File: config.mk
export PLATFORM = sky130hd
export DESIGN_NAME = z80_wb_bus_master
export DESIGN_NICKNAME = d
export VERILOG_FILES = /design/src/rtl/z80_wb_pkg.sv /design/src/rtl/z80_wb_bus_sync.sv /design/src/rtl/z80_wb_bus_master.sv
export SDC_FILE = /design/constraint.sdc
export NUM_CORES = 1
export LEC_CHECK = 0
export CORE_MARGIN = 3
export CORE_UTILIZATION = 51
export CTS_BUF_LIST = sky130_fd_sc_hd__clkbuf_4
export CTS_CLUSTER_DIAMETER = 80
export DETAILED_ROUTE_END_ITERATION = 10
export PLACE_DENSITY = 0.87
export SLEW_MARGIN = 30
export SYNTH_ARGS = -nofsm -noshare
export SYNTH_HDL_FRONTEND = slang
export SYNTH_SLANG_ARGS = --single-unit
export TNS_END_PERCENT = 100
File: constraint.sdc
create_clock -name i_clk -period 5.02 [get_ports i_clk]
set_input_delay 1.004 -clock i_clk [delete_from_list [all_inputs] [get_ports i_clk]]
set_output_delay 1.004 -clock i_clk [all_outputs]
set_load 0.02 [all_outputs]
File: src/rtl/z80_wb_pkg.sv
// Shared types for the Z80 to Wishbone initiator bridge.
// State encoding and the read value returned on a timed-out cycle.
package z80_wb_pkg;

  typedef enum logic [1:0] {
    IDLE,
    REQ,
    ACK,
    DONE
  } state_t;

  localparam logic [7:0] TIMEOUT_FILL = 8'hFF;

endpackage

File: src/rtl/z80_wb_bus_sync.sv
// N-stage synchronizer for an active-low asynchronous strobe.
// Resets to 1 so the strobe reads as inactive after reset.
module bus_sync #(
  parameter int STAGES = 2
) (
  input  logic clk,
  input  logic rst,
  input  logic d,
  output logic q
);

  logic [STAGES-1:0] ff;

  always_ff @(posedge clk or posedge rst) begin
    if (rst) ff <= '1;
    else     ff <= {ff[STAGES-2:0], d};
  end

  assign q = ff[STAGES-1];

endmodule

File: src/rtl/z80_wb_bus_master.sv
// Z80 memory cycle to single Wishbone transaction bridge.
// Holds WAIT_n low until ack or timeout, then returns read data.
module z80_wb_bus_master
  import z80_wb_pkg::*;
#(
  parameter int ADDR_WIDTH     = 16,
  parameter int DATA_WIDTH     = 8,
  parameter int SYNC_STAGES    = 2,
  parameter int TIMEOUT_CYCLES = 255,
  parameter int TIMEOUT_WIDTH  = 8
) (
  input  logic                  i_clk,
  input  logic                  i_reset,
  input  logic                  i_z80_mreq_n,
  input  logic                  i_z80_rd_n,
  input  logic                  i_z80_wr_n,
  input  logic [ADDR_WIDTH-1:0] i_z80_addr,
  input  logic [DATA_WIDTH-1:0] i_z80_data,
  output logic [DATA_WIDTH-1:0] o_z80_data,
  output logic                  o_z80_data_oe,
  output logic                  o_z80_wait_n,
  output logic                  o_wb_cyc,
  output logic                  o_wb_stb,
  output logic                  o_wb_we,
  output logic [ADDR_WIDTH-1:0] o_wb_addr,
  output logic [DATA_WIDTH-1:0] o_wb_data,
  input  logic                  i_wb_ack,
  input  logic                  i_wb_stall,
  input  logic [DATA_WIDTH-1:0] i_wb_data,
  output logic                  o_bus_error
);

  localparam logic [TIMEOUT_WIDTH-1:0] T_LAST =
    TIMEOUT_WIDTH'(TIMEOUT_CYCLES - 1);

  state_t                   state;
  logic                     armed;
  logic [SYNC_STAGES-1:0]   prime;
  logic [TIMEOUT_WIDTH-1:0] timer;
  logic                     mreq_s;
  logic                     rd_s;
  logic                     wr_s;
  logic                     start;

  bus_sync #(.STAGES(SYNC_STAGES)) u_sync_mreq (
    .clk(i_clk), .rst(i_reset), .d(i_z80_mreq_n), .q(mreq_s)
  );
  bus_sync #(.STAGES(SYNC_STAGES)) u_sync_rd (
    .clk(i_clk), .rst(i_reset), .d(i_z80_rd_n), .q(rd_s)
  );
  bus_sync #(.STAGES(SYNC_STAGES)) u_sync_wr (
    .clk(i_clk), .rst(i_reset), .d(i_z80_wr_n), .q(wr_s)
  );

  assign start = armed && !mreq_s && (rd_s ^ wr_s);

  always_ff @(posedge i_clk or posedge i_reset) begin
    if (i_reset) begin
      state         <= IDLE;
      armed         <= 1'b0;
      prime         <= '0;
      timer         <= '0;
      o_z80_data    <= '0;
      o_z80_data_oe <= 1'b0;
      o_z80_wait_n  <= 1'b1;
      o_wb_cyc      <= 1'b0;
      o_wb_stb      <= 1'b0;
      o_wb_we       <= 1'b0;
      o_wb_addr     <= '0;
      o_wb_data     <= '0;
      o_bus_error   <= 1'b0;
    end else begin
      // Synchronizer outputs only reflect the pins once their reset fill has drained.
      prime <= {prime[SYNC_STAGES-2:0], 1'b1};
      if (prime[SYNC_STAGES-1] && mreq_s) armed <= 1'b1;

      unique case (state)
        IDLE: begin
          if (start) begin
            state        <= REQ;
            o_wb_cyc     <= 1'b1;
            o_wb_stb     <= 1'b1;
            o_wb_we      <= !wr_s;
            o_wb_addr    <= i_z80_addr;
            o_wb_data    <= i_z80_data;
            o_z80_wait_n <= 1'b0;
            timer        <= '0;
          end
        end
        REQ, ACK: begin
          timer <= timer + TIMEOUT_WIDTH'(1);
          if (i_wb_ack) begin
            state         <= DONE;
            o_wb_cyc      <= 1'b0;
            o_wb_stb      <= 1'b0;
            o_z80_wait_n  <= 1'b1;
            o_z80_data_oe <= !o_wb_we;
            if (!o_wb_we) o_z80_data <= i_wb_data;
          end else if (timer == T_LAST) begin
            state         <= DONE;
            o_wb_cyc      <= 1'b0;
            o_wb_stb      <= 1'b0;
            o_z80_wait_n  <= 1'b1;
            o_z80_data_oe <= !o_wb_we;
            o_bus_error   <= 1'b1;
            if (!o_wb_we) o_z80_data <= DATA_WIDTH'(TIMEOUT_FILL);
          end else if (state == REQ && !i_wb_stall) begin
            state    <= ACK;
            o_wb_stb <= 1'b0;
          end
        end
        DONE: begin
          if (mreq_s) begin
            state         <= IDLE;
            o_z80_data_oe <= 1'b0;
          end
        end
        default: state <= IDLE;
      endcase
    end
  end

endmodule

==> impl_metrics.py, run 1 <==
metrics = {
    "worst_hold_path": {
        "hold_end": "u_sync_rd.ff[1]$_DFF_PP1_",
        "hp-start": "u_sync_rd.ff[0]$_DFF_PP1_",
        "whs_path_depth": 0,
        "hold_path.class": "reg2reg",
    },
    "synth": {
        "synth.avg_cell_area_um2": 13.6,
        "synth_mux_area_frac": 0.140,
        "synth_area_um2": 2400,
        "synth_enable_flop_cells": 0,
        "synth_top_family_by_area": "multiplexers",
        "synth-seq-area-share": 0.598,
        "synthSimpleGateAreaFrac": 0.0980,
        "synth_compound_gate_area_share": 0.0974,
        "synth_cells": 177,
        "synth_fa_ha_area_frac": 0.0313,
        "synthArstFlopShare": 1.00,
        "yosysTopAreaCell": "dfrtp_1",
        "yosys_warnings": 0,
        "synth_nets": 222,
        "ys_types": 40,
        "yosys_most_used_dff": "dfrtp_1",
        "yosys.area.top_type_share": 0.521,
        "synthTopCellsByArea": "dfrtp_1 (52%), mux2_2 (12%), dfstp_2 (7.7%)",
        "ys_seq_elements": 57,
        "synthXorXnorAreaFrac": 0.00677,
    },
    "sta": {
        "period_share": 0.503,
        "tns_ns": 0,
        "rsz0062_at_grt": "no",
        "achievable-frequency_ghz": 0.396,
        "slew_headroom": 0.498,
        "slew_violations": 0,
        "setup_viol": 0,
        "worst_pin_slew_ns": 0.750,
        "hold_viol": 0,
        "fin_skew_ns": 0.00804,
        "worst_slack_ns": 2.49,
        "post-route-min-period_ns": 2.53,
        "whs_ns": 0.358,
    },
    "global_route": {
        "top_usage_layer": "met2",
        "grt_overflow": 0,
        "first_global_vias": 1668,
        "grtUsageMet2": 0.285,
        "grt_pass1_wl_mm": 7.65,
        "grt_antenna_before_repair": 0,
        "grt_use_met3": 0.0614,
        "grt_use_total": 0.183,
        "use_met1": 0.232,
        "grt_max_degree": 58,
    },
    "worst_setup_path": {
        "crit_type": "reg2out",
        "path_buf_inv": 1,
        "critPathTopFamily": "buffers and inverters",
        "end_kind": "output port",
        "cp-startpoint": "o_z80_wait_n$_DFFE_PP1P_",
        "required_ns": 4.02,
        "critical_path_arrival_ns": 1.52,
        "crit_chain": "clkdlybuf4s50_1",
        "cp_max_fo": 3,
        "slowest_delay_ns": 0.61,
        "r2r-start": "state[0]$_DFFE_PP0P_",
        "r2r_end": "timer[4]$_DFFE_PP0P_",
        "crit_slowest_cell": "clkdlybuf4s50_1",
        "reg2reg_depth": 5,
        "r2r_slack_ns": 2.77,
        "cp-start-kind": "register",
    },
    "cells_and_area": {
        "layout_commonest_cell": "clkdlybuf4s50_1",
        "final_cells": 316,
        "fin_nets": 304,
        "antenna_cells": 0,
        "layout_common_cells": "clkdlybuf4s50_1 (76), dfrtp_1 (50), mux2_2 (25)",
        "drive_gt1_frac": 0.216,
        "utilization": 0.742,
        "synthToLayoutAreaGrowth_pct": 37.3,
    },
    "floorplan": {
        "die_area_um2": 5570,
        "fp.dieW_um": 74.6,
        "num_io_pins": 77,
        "start_util": 0.540,
        "num_rows": 24,
        "dieHeight_um": 74.6,
        "core_region_area_um2": 4440,
    },
    "route": {
        "antenna_left": 0,
        "wirelength_mm": 4.67,
        "vias_per_cell": 5.27,
        "drtPass1Iterations": 4,
        "drc": 0,
        "vias": 1664,
        "drt_iter0_drc": 132,
        "wl_per_cell_um": 14.8,
    },
    "cts": {
        "clk_pin_slew_ns": 0.09,
        "cts_tree": "yes",
        "cts_setup_buffers": 0,
        "cts-root-buf": "clkbuf_4",
        "clockBufferDepth": 2,
        "clk_latency_ns": 0.36,
        "hold_buffers": 0,
        "clock_sinks": 57,
        "htree_levels": 3,
        "cts_resized": 0,
        "cts_made_buffers": 9,
    },
    "placement": {
        "io_buffers": 76,
        "place_inst": 300,
        "post-place-ws_ns": 2.56,
        "gp_congestion": 0.756,
        "hpwl_mm": 3.37,
    },
    "power": {
        "p_leak_nw": 1.39,
        "vdd_ir_drop_max_mv": 0.359,
        "power_density_nw_per_um2": 626,
    },
    "job": {
        "maxCapViolCount": 0,
    },
    "status": {
        "outcome": "finished, final reports clean",
    },
}
layout make-up:
| cell class | instances | area (um2) |
|---|---|---|
| inverters | 6 | 22.5 |
| multi-input cells | 108 | 901 |
| clock inverters | 5 | 22.5 |
| repair buffers | 77 | 768 |
| flip-flops and latches | 57 | 1440 |
| clock buffers | 11 | 82.6 |
| well taps | 52 | 65.1 |
| fillers | 322 | 1150 |
flip-flops by register name, summed over array words and instances (netlist names):
register,flops
o_wb_addr,16
o_wb_data,8
o_z80_data,8
timer,8
prime,2
state,2
u_sync_mreq.ff,2
u_sync_rd.ff,2
u_sync_wr.ff,2
armed,1
o_bus_error,1
o_wb_cyc,1
o_wb_stb,1
o_wb_we,1
o_z80_data_oe,1
o_z80_wait_n,1
cells in the mapped netlist (3+ instances only):
cell type,instances
mux2_2,25
o22a_1,8
mux2i_1,4
o211ai_1,6
nand2_1,16
inv_1,6
dfrtp_1,50
o21ai_0,4
dfstp_2,7
nor2_1,4
ha_1,6
nand3_1,3
nand4b_1,4
through the flow:
| stage | total power, W | cell area, um2 |
|---|---|---|
| floorplan | 0.00139 | 2400 |
| global placement | 0.00179 | 3190 |
| detailed placement | 0.00182 | 3190 |
| CTS | 0.00209 | 3300 |
| global route | 0.00221 | 3300 |
| finish | 0.00207 | 3300 |
cell families (layout without fill, tap and decap cells):
kind of cell | Yosys count | after routing
flops | 57 | 57
simple gates | 41 | 41
mux | 30 | 30
compound gates | 29 | 29
buf+inv | 12 | 99
fa+ha+maj | 6 | 6
other cells | 1 | 1
xor+xnor | 1 | 1
how the worst max path moves through the flow:
stage | endpoint | slack, ns | cells after the start
detailed placement | state[1]$_DFFE_PP0P_ | 2.56 | 4
global placement | state[1]$_DFFE_PP0P_ | 2.61 | 4
finish | o_z80_wait_n | 2.49 | 1
global route | o_z80_wait_n | 2.44 | 1
floorplan | armed$_DFFE_PP0P_ | 2.63 | 1
CTS | o_z80_wait_n | 2.46 | 1
routing by layer:
layer / routed length, um / part of all wire / vias to the layer above
li1: - / - / 803
met1: 1950 / 0.42 / 819
met2: 2400 / 0.51 / 37
met3: 267 / 0.057 / 5
met4: 48 / 0.010 / 0
met5: 0 / 0 / -
where the power goes:
group,leakage [nW],switching [W],internal [W]
combinational,0.658,0.000506,0.000530
clock,0.0655,0.000152,0.000108
sequential,0.662,0.000117,0.000653
Note: power is estimated with default switching activity, not from simulation.
==> inputs of run 2 (changes only) <==
--- a/config.mk
+++ b/config.mk
@@ -6,11 +6,11 @@
 export NUM_CORES = 1
 export LEC_CHECK = 0
 export CORE_MARGIN = 3
-export CORE_UTILIZATION = 51
+export CORE_UTILIZATION = 48
 export CTS_BUF_LIST = sky130_fd_sc_hd__clkbuf_4
 export CTS_CLUSTER_DIAMETER = 80
 export DETAILED_ROUTE_END_ITERATION = 10
-export PLACE_DENSITY = 0.87
+export PLACE_DENSITY = 0.83
 export SLEW_MARGIN = 30
 export SYNTH_ARGS = -nofsm -noshare
 export SYNTH_HDL_FRONTEND = slang
==> constraint.sdc (replaced) <==
create_clock -name i_clk -period 2.4 [get_ports i_clk]
set_input_delay 0.48 -clock i_clk [delete_from_list [all_inputs] [get_ports i_clk]]
set_output_delay 0.48 -clock i_clk [all_outputs]
set_load 0.02 [all_outputs]
==> run 2 against run 1 <==
  * Sequential share of layout area fell by 0.91 points
  * Via count rose by 0.84%
  * Total power rose by 120%
  * Core utilization fell by 3.8 points
  * First-iteration DRC count fell by 31%
  * Global-route usage fell by 0.66 points
  * Critical path type unchanged
  * Largest cell class unchanged
==> impl_metrics.py, run 2 (same netlist as run 1, synthesis figures left out) <==
metrics = {
    "route": {
        "vias_per_cell": 5.04,
        "antenna_left": 0,
        "wl_per_cell_um": 14.1,
        "drc": 0,
        "top_layer_used": "met4",
        "routed-wl-met2_mm": 2.32,
        "drt_iter0_drc": 91,
        "drtPass1Iterations": 4,
        "drt-met1-wl_mm": 1.97,
        "wl_met3_um": 336,
        "vias": 1678,
        "wirelength_mm": 4.70,
    },
    "worst_setup_path": {
        "end_kind": "output port",
        "crit_slowest_cell": "clkdlybuf4s50_1",
        "reg2reg_depth": 5,
        "cp_max_fo": 3,
        "cp-startpoint": "o_z80_wait_n$_DFFE_PP1P_",
        "critPathCapture": "o_z80_wait_n",
        "path_buf_inv": 1,
        "crit_type": "reg2out",
        "critPathTopFamily": "buffers and inverters",
        "r2r_end": "state[1]$_DFFE_PP0P_",
        "r2r_slack_ns": 0.60,
        "critical_path_arrival_ns": 1.56,
        "cp.depth": 1,
        "cp-start-kind": "register",
        "r2r-start": "state[0]$_DFFE_PP0P_",
        "slowest_delay_ns": 0.62,
        "crit_chain": "clkdlybuf4s50_1",
        "required_ns": 1.92,
    },
    "floorplan": {
        "num_io_pins": 77,
        "dieHeight_um": 76.7,
        "fp.dieW_um": 76.7,
        "die_area_um2": 5890,
        "num_rows": 25,
        "core_region_area_um2": 4790,
        "start_util": 0.502,
    },
    "cells_and_area": {
        "utilization": 0.704,
        "largest_reg_flops": 16,
        "drive_gt1_frac": 0.222,
        "layout_common_cells": "clkdlybuf4s50_1 (76), dfrtp_1 (50), mux2_2 (25)",
        "antenna_cells": 0,
        "fin_nets": 306,
        "fin_area_um2": 3370,
        "largest_register": "o_wb_addr",
        "fill_cells": 345,
        "layout_commonest_cell": "clkdlybuf4s50_1",
        "synthToLayoutAreaGrowth_pct": 40.2,
    },
    "power": {
        "p_leak_nw": 1.41,
        "vdd_ir_drop_max_mv": 0.755,
        "finalPower_w": 0.00448,
        "power_density_nw_per_um2": 1330,
    },
    "sta": {
        "fin_skew_ns": 0.0109,
        "post-route-min-period_ns": 2.04,
        "slew_violations": 0,
        "achievable-frequency_ghz": 0.490,
        "hold_viol": 0,
        "setup_viol": 0,
        "whs_ns": 0.349,
        "rsz0062_at_grt": "no",
        "period_share": 0.851,
        "tns_ns": 0,
    },
    "worst_hold_path": {
        "hp-start": "u_sync_mreq.ff[0]$_DFF_PP1_",
        "hold_path.class": "reg2reg",
    },
    "cts": {
        "clock_sinks": 57,
        "clk_pin_slew_ns": 0.10,
        "cts_made_buffers": 9,
        "clk_latency_ns": 0.39,
        "cts_resized": 0,
        "clockBufferDepth": 2,
        "htree_levels": 3,
        "cts_setup_buffers": 0,
        "cts_tree": "yes",
        "hold_buffers": 0,
        "cts-root-buf": "clkbuf_4",
    },
    "placement": {
        "gp_congestion": 0.692,
        "io_buffers": 76,
        "hpwl_mm": 3.38,
        "placed_area_um2": 3240,
    },
    "global_route": {
        "grt_max_degree": 38,
        "grt_use_total": 0.176,
        "first_global_vias": 1719,
        "grt_overflow": 0,
        "grt_pass1_wl_mm": 8.00,
        "grt_antenna_before_repair": 0,
    },
    "status": {
        "outcome": "finished, final reports clean",
    },
    "job": {
        "maxCapViolCount": 0,
    },
}
[run 2: layer usage]
layer,up-vias,track usage
met5,-,0
met4,0,0.0924
met3,8,0.0646
met2,55,0.277
met1,807,0.211
li1,808,-
[run 2: area by class of cell]
cell class | count | area, um2 | share of cell area
inverters | 6 | 22.5 | 0.00669
repair buffers | 79 | 796 | 0.236
flip-flops and latches | 57 | 1440 | 0.426
multi-input cells | 108 | 901 | 0.268
clock inverters | 7 | 61.3 | 0.0182
clock buffers | 9 | 67.6 | 0.0201
well taps | 67 | 83.8 | 0.0249
[run 2: how the worst min path moves through the flow]
| stage | end | cells after the start |
|---|---|---|
| finish | u_sync_mreq.ff[1]$_DFF_PP1_ | 0 |
| global placement | prime[1]$_DFF_PP0_ | 0 |
| CTS | u_sync_mreq.ff[1]$_DFF_PP1_ | 0 |
| floorplan | prime[1]$_DFF_PP0_ | 0 |
| global route | u_sync_rd.ff[1]$_DFF_PP1_ | 0 |
| detailed placement | prime[1]$_DFF_PP0_ | 0 |
[run 2: through the flow]
stage | setup slack, ns | cells
CTS | 0.335 | 333
global route | 0.302 | 333
finish | 0.358 | 333
detailed placement | 0.467 | 317
global placement | 0.523 | 317
floorplan | 0.532 | 177
[run 2: where the power goes]
part,switching [W],internal (W)
Clock,0.000341,0.000307
Sequential,0.000247,0.00137
Combinational,0.00107,0.00114
Total,0.00166,0.00282
==> inputs of run 3 (changes only) <==
--- a/config.mk
+++ b/config.mk
@@ -10,7 +10,9 @@
 export CTS_BUF_LIST = sky130_fd_sc_hd__clkbuf_4
 export CTS_CLUSTER_DIAMETER = 80
 export DETAILED_ROUTE_END_ITERATION = 10
+export HOLD_SLACK_MARGIN = 0.08
 export PLACE_DENSITY = 0.83
+export RECOVER_POWER = 100
 export SLEW_MARGIN = 30
 export SYNTH_ARGS = -nofsm -noshare
 export SYNTH_HDL_FRONTEND = slang
==> run 3 against run 2 <==
  * Worst setup slack lost 0.060 ns
  * Critical endpoint unchanged
  * Sequential cell count stayed put
  * Clock power shrank 0.8%
  * Wire length unchanged
  * Critical path type unchanged
  * Hold slack gained 0.0048 ns
==> impl_metrics.py, run 3 (same netlist as run 1, synthesis figures left out) <==
metrics = {
    "sta": {
        "period_share": 0.876,
        "hold_viol": 0,
        "tns_ns": 0,
        "fin_skew_ns": 0.0120,
        "slew_violations": 0,
        "post-route-min-period_ns": 2.10,
        "rsz0062_at_grt": "no",
        "slew_headroom": 0.438,
        "achievable-frequency_ghz": 0.476,
        "worst_pin_slew_ns": 0.842,
        "setup_viol": 0,
    },
    "placement": {
        "io_buffers": 76,
        "gp_congestion": 0.692,
        "hpwl_mm": 3.38,
        "placed_area_um2": 3240,
    },
    "cts": {
        "cts_setup_buffers": 0,
        "cts_resized": 0,
        "cts_made_buffers": 9,
        "clock_sinks": 57,
        "clockBufferDepth": 2,
        "hold_buffers": 0,
        "cts_tree": "yes",
        "cts-root-buf": "clkbuf_4",
        "clk_latency_ns": 0.38,
        "htree_levels": 3,
        "clk_pin_slew_ns": 0.10,
    },
    "worst_setup_path": {
        "crit_slowest_cell": "dlygate4sd3_1",
        "cp-start-kind": "register",
        "end_kind": "output port",
        "slowest_delay_ns": 0.69,
        "path_buf_inv": 1,
        "crit_type": "reg2out",
        "critPathTopFamily": "buffers and inverters",
        "critical_path_arrival_ns": 1.62,
        "required_ns": 1.92,
        "crit_chain": "dlygate4sd3_1",
        "cp_max_fo": 3,
    },
    "global_route": {
        "grt_antenna_before_repair": 0,
        "first_global_vias": 1719,
        "grt_max_degree": 38,
        "grt_use_total": 0.176,
        "grt_overflow": 0,
        "grt_pass1_wl_mm": 8.00,
    },
    "route": {
        "vias_per_cell": 5.02,
        "wl_per_cell_um": 14.1,
        "antenna_left": 0,
        "drtPass1Iterations": 4,
        "drc": 0,
        "wirelength_mm": 4.70,
        "vias": 1673,
        "drt_iter0_drc": 141,
    },
    "power": {
        "p_leak_nw": 1.41,
        "power_frac_seq": 0.371,
        "p_switching_w": 0.00164,
        "pwr-share-clk": 0.149,
        "intPower_w": 0.00267,
        "power_density_nw_per_um2": 1290,
        "p_sw_frac": 0.380,
        "vdd_ir_drop_max_mv": 0.708,
        "p_comb_frac": 0.480,
    },
    "worst_hold_path": {
        "hold_path.class": "reg2reg",
    },
    "cells_and_area": {
        "fin_nets": 306,
        "fill_cells": 352,
        "largest_reg_flops": 16,
        "antenna_cells": 0,
        "largest_register": "o_wb_addr",
        "synthToLayoutAreaGrowth_pct": 39.1,
        "drive_gt1_frac": 0.199,
        "layout_common_cells": "dfrtp_1 (50), dlygate4sd3_1 (42), clkdlybuf4s50_1 (34)",
        "layout_commonest_cell": "dfrtp_1",
        "fin_area_um2": 3340,
    },
    "floorplan": {
        "num_rows": 25,
        "fp.dieW_um": 76.7,
        "die_area_um2": 5890,
        "core_region_area_um2": 4790,
        "start_util": 0.502,
        "num_io_pins": 77,
        "dieHeight_um": 76.7,
    },
    "status": {
        "outcome": "finished, final reports clean",
    },
    "job": {
        "maxCapViolCount": 0,
    },
}
==> run 3: metal layers <==
| layer | up-vias | wire [um] | part of all wire | GRT usage |
|---|---|---|---|---|
| met3 | 6 | 324 | 0.069 | 0.0646 |
| met2 | 51 | 2350 | 0.50 | 0.277 |
| met4 | 0 | 72 | 0.015 | 0.0924 |
| li1 | 807 | - | - | - |
| met1 | 809 | 1950 | 0.42 | 0.211 |
| met5 | - | 0 | 0 | 0 |
==> run 3: metrics by stage <==
stage	setup WS (ns)	total power (W)	cells	utilization	hold WS, ns
floorplan	0.532	0.00292	177	-	0.331
global placement	0.523	0.00380	317	0.677	0.332
detailed placement	0.467	0.00387	317	0.677	0.341
CTS	0.335	0.00452	333	0.704	0.353
global route	0.218	0.00462	333	0.698	0.366
finish	0.298	0.00431	333	0.698	0.354
==> run 3: power groups by stage <==
stage          registers, W  clock network (W)  logic (W)
2_1_floorplan       0.00199                  0   0.000926
3_3_place_gp        0.00161                  0    0.00218
3_5_place_dp        0.00163                  0    0.00224
4_1_cts             0.00161           0.000666    0.00224
5_1_grt             0.00165           0.000714    0.00225
6_report            0.00160           0.000643    0.00207
==> run 3: final cells by class <==
class | instances | area (um2) | share of cell area
clock buffers | 9 | 67.6 | 0.0202
clock inverters | 7 | 61.3 | 0.0184
inverters | 6 | 22.5 | 0.00674
multi-input cells | 108 | 878 | 0.263
flip-flops and latches | 57 | 1440 | 0.430
well taps | 67 | 83.8 | 0.0251
repair buffers | 79 | 792 | 0.237
==> run 3: final timing paths <==
| kind | cells past startpoint | start | slack, ns | endpoint |
|---|---|---|---|---|
| worst min register to register | 0 | u_sync_mreq.ff[0]$_DFF_PP1_ | 0.35 | u_sync_mreq.ff[1]$_DFF_PP1_ |
| min in group asynchronous | 2 | i_reset | 0.70 | o_wb_addr[15]$_DFFE_PP0P_ |
| worst max-delay path | 1 | o_z80_wait_n$_DFFE_PP1P_ | 0.30 | o_z80_wait_n |
| worst min-delay path | 0 | u_sync_mreq.ff[0]$_DFF_PP1_ | 0.35 | u_sync_mreq.ff[1]$_DFF_PP1_ |
| worst max register to register | 3 | u_sync_wr.ff[1]$_DFF_PP1_ | 0.42 | o_wb_addr[0]$_DFFE_PP0P_ |
| max in group asynchronous | 3 | i_reset | 0.94 | u_sync_wr.ff[0]$_DFF_PP1_ |
==> patch (settings of run 1) <==
Re-encode `state_t` (4 states) as Gray code, 2 bits wide.
--- a/src/rtl/z80_wb_pkg.sv
+++ b/src/rtl/z80_wb_pkg.sv
@@ -5,6 +5,6 @@
   typedef enum logic [1:0] {
-    IDLE,
-    REQ,
-    ACK,
-    DONE
+    IDLE = 2'b00,
+    REQ  = 2'b01,
+    ACK  = 2'b11,
+    DONE = 2'b10
   } state_t;
Behaviour: no difference found for any inputs over 10 cycles, from zero or initial values and one cycle with i_reset high; not proved beyond that.
==> patch against run 1 <==
  * Sequential cell count is the same
  * Routed wire length grew 9.1%
  * Design area shrank 0.80%
  * Setup slack lost 0.027 ns
  * Clock skew grew 0.0012 ns
  * Total power shrank 12%
  * Sequential power shrank 3.9%
  * Synthesized area shrank 2.2%
==> patch: results (changes against run 1) <==
| Metric | Value | Unit | Delta |
|:---|:---|:---|:---|
| Fraction of synthesized cell area in xor and xnor cells | 1.12 | % | +0.44 points |
| Slew at the pin with the worst max-slew slack | 0.909 | ns | +0.159 ns |
| DPL Wire Length | 3620 | um | +7.3% |
| Number of global-route vias before repair | 1882 | - | +13% |
| Dpl cells | 307 | - | +2.3% |
| Launch instance of the worst min-delay path | prime[0]$_DFF_PP0_ | - |  |
| Post-placement worst setup slack | 2.46 | ns | -0.102 ns |
| Pin count of the biggest net entering global routing | 42 | - | -28% |
| Hold path endpoint | prime[1]$_DFF_PP0_ | - |  |
| Clock-pin slew on the worst setup and hold paths | 0.09 | ns | about the same |
| Filler cells | 314 | - | -2.5% |
| Number of nets in the synthesized netlist | 225 | - | +1.4% |
| GP Congestion | 0.808 | - | +6.9% |
| Post-CTS setup-driven buffer insertion count | 0 | - | unchanged |
| Share of final-layout standard cells stronger than drive strength 1 | 17.7 | % | -3.9 points |
| Max VDD drop | 0.387 | mV | +7.8% |
| Sequential share of the synthesized area | 61.1 | % | +1.4 points |
| Leading cell types by count after synthesis | sky130_fd_sc_hd__dfrtp_1 (50), sky130_fd_sc_hd__mux2_2 (25), sky130_fd_sc_hd__inv_1 (16) | - |  |
| R2R Path End | o_z80_data_oe$_DFFE_PP0P_ | - |  |
| Complex-gate fraction of the synthesized area | 12.3 | % | +2.6 points |
| Data arrival time of the critical path | 1.55 | ns | +0.03 ns |
| Number of DRC markers in iteration 0 | 151 | - | +14% |
| Number of library cell types mapped by synthesis | 41 | - | +2.5% |
| Result of the run | completed | - |  |
| Number of input and output port buffers inserted | 76 | - | unchanged |
| Clock Skew | 0.00924 | ns | +0.00120 ns |
| Global Route Usage Sum | 20.5 | % | +2.2 points |
| Skew-Pair Late Insertion Delay | 0.39 | ns | +0.03 ns |
| Multiplexer area fraction after synthesis | 12.4 | % | -1.6 points |
| Cell Pwr Density | 553 | nW/um2 | -12% |
| Gate count of the mapped netlist | 184 | - | +4.0% |
| Vias per Instance | 5.55 | - | +5.4% |
| Static Leakage | 1.41 | nW | +1.5% |
| Worst hold slack after final layout | 0.355 | ns | -0.00315 ns |
| Critical R2R Launch | timer[0]$_DFFE_PP0P_ | - |  |
| Post-Synth Adder-Cell Area | 1.07 | % | -2.1 points |
| Worst reg-to-reg setup slack | 3.02 | ns | +0.25 ns |
patch: routing by layer:
layer	share of wire, %	routed length, um	vias up	GRT usage [%]
met5	0	0	-	0
li1	-	-	828	-
met4	2.1	109	0	9.46
met1	40	2060	884	24.8
met2	47	2410	68	31.0
met3	10	517	12	9.58
patch: area by class of cell:
cell class / count / area share, %
flip-flops and latches: 57 / 43.9
inverters: 16 / 1.84
clock inverters: 6 / 1.49
clock buffers: 10 / 2.30
repair buffers: 78 / 23.7
multi-input cells: 104 / 24.8
well taps: 52 / 1.99
patch: cell families (layout without fill, tap and decap cells):
logic type	after synthesis	count (layout)
AO/OA/AOI/OAI	45	45
XOR/XNOR	3	3
adder cells (fa/ha/maj)	2	2
buffers and inverters	23	110
flip-flops	57	57
multiplexers	26	26
other	1	1
AND/OR/NAND/NOR	27	27
patch: where the power goes:
group / total, mW / switching [mW] / internal, mW
registers: 0.740 / 0.119 / 0.621
clock network: 0.309 / 0.159 / 0.150
logic: 0.760 / 0.358 / 0.401
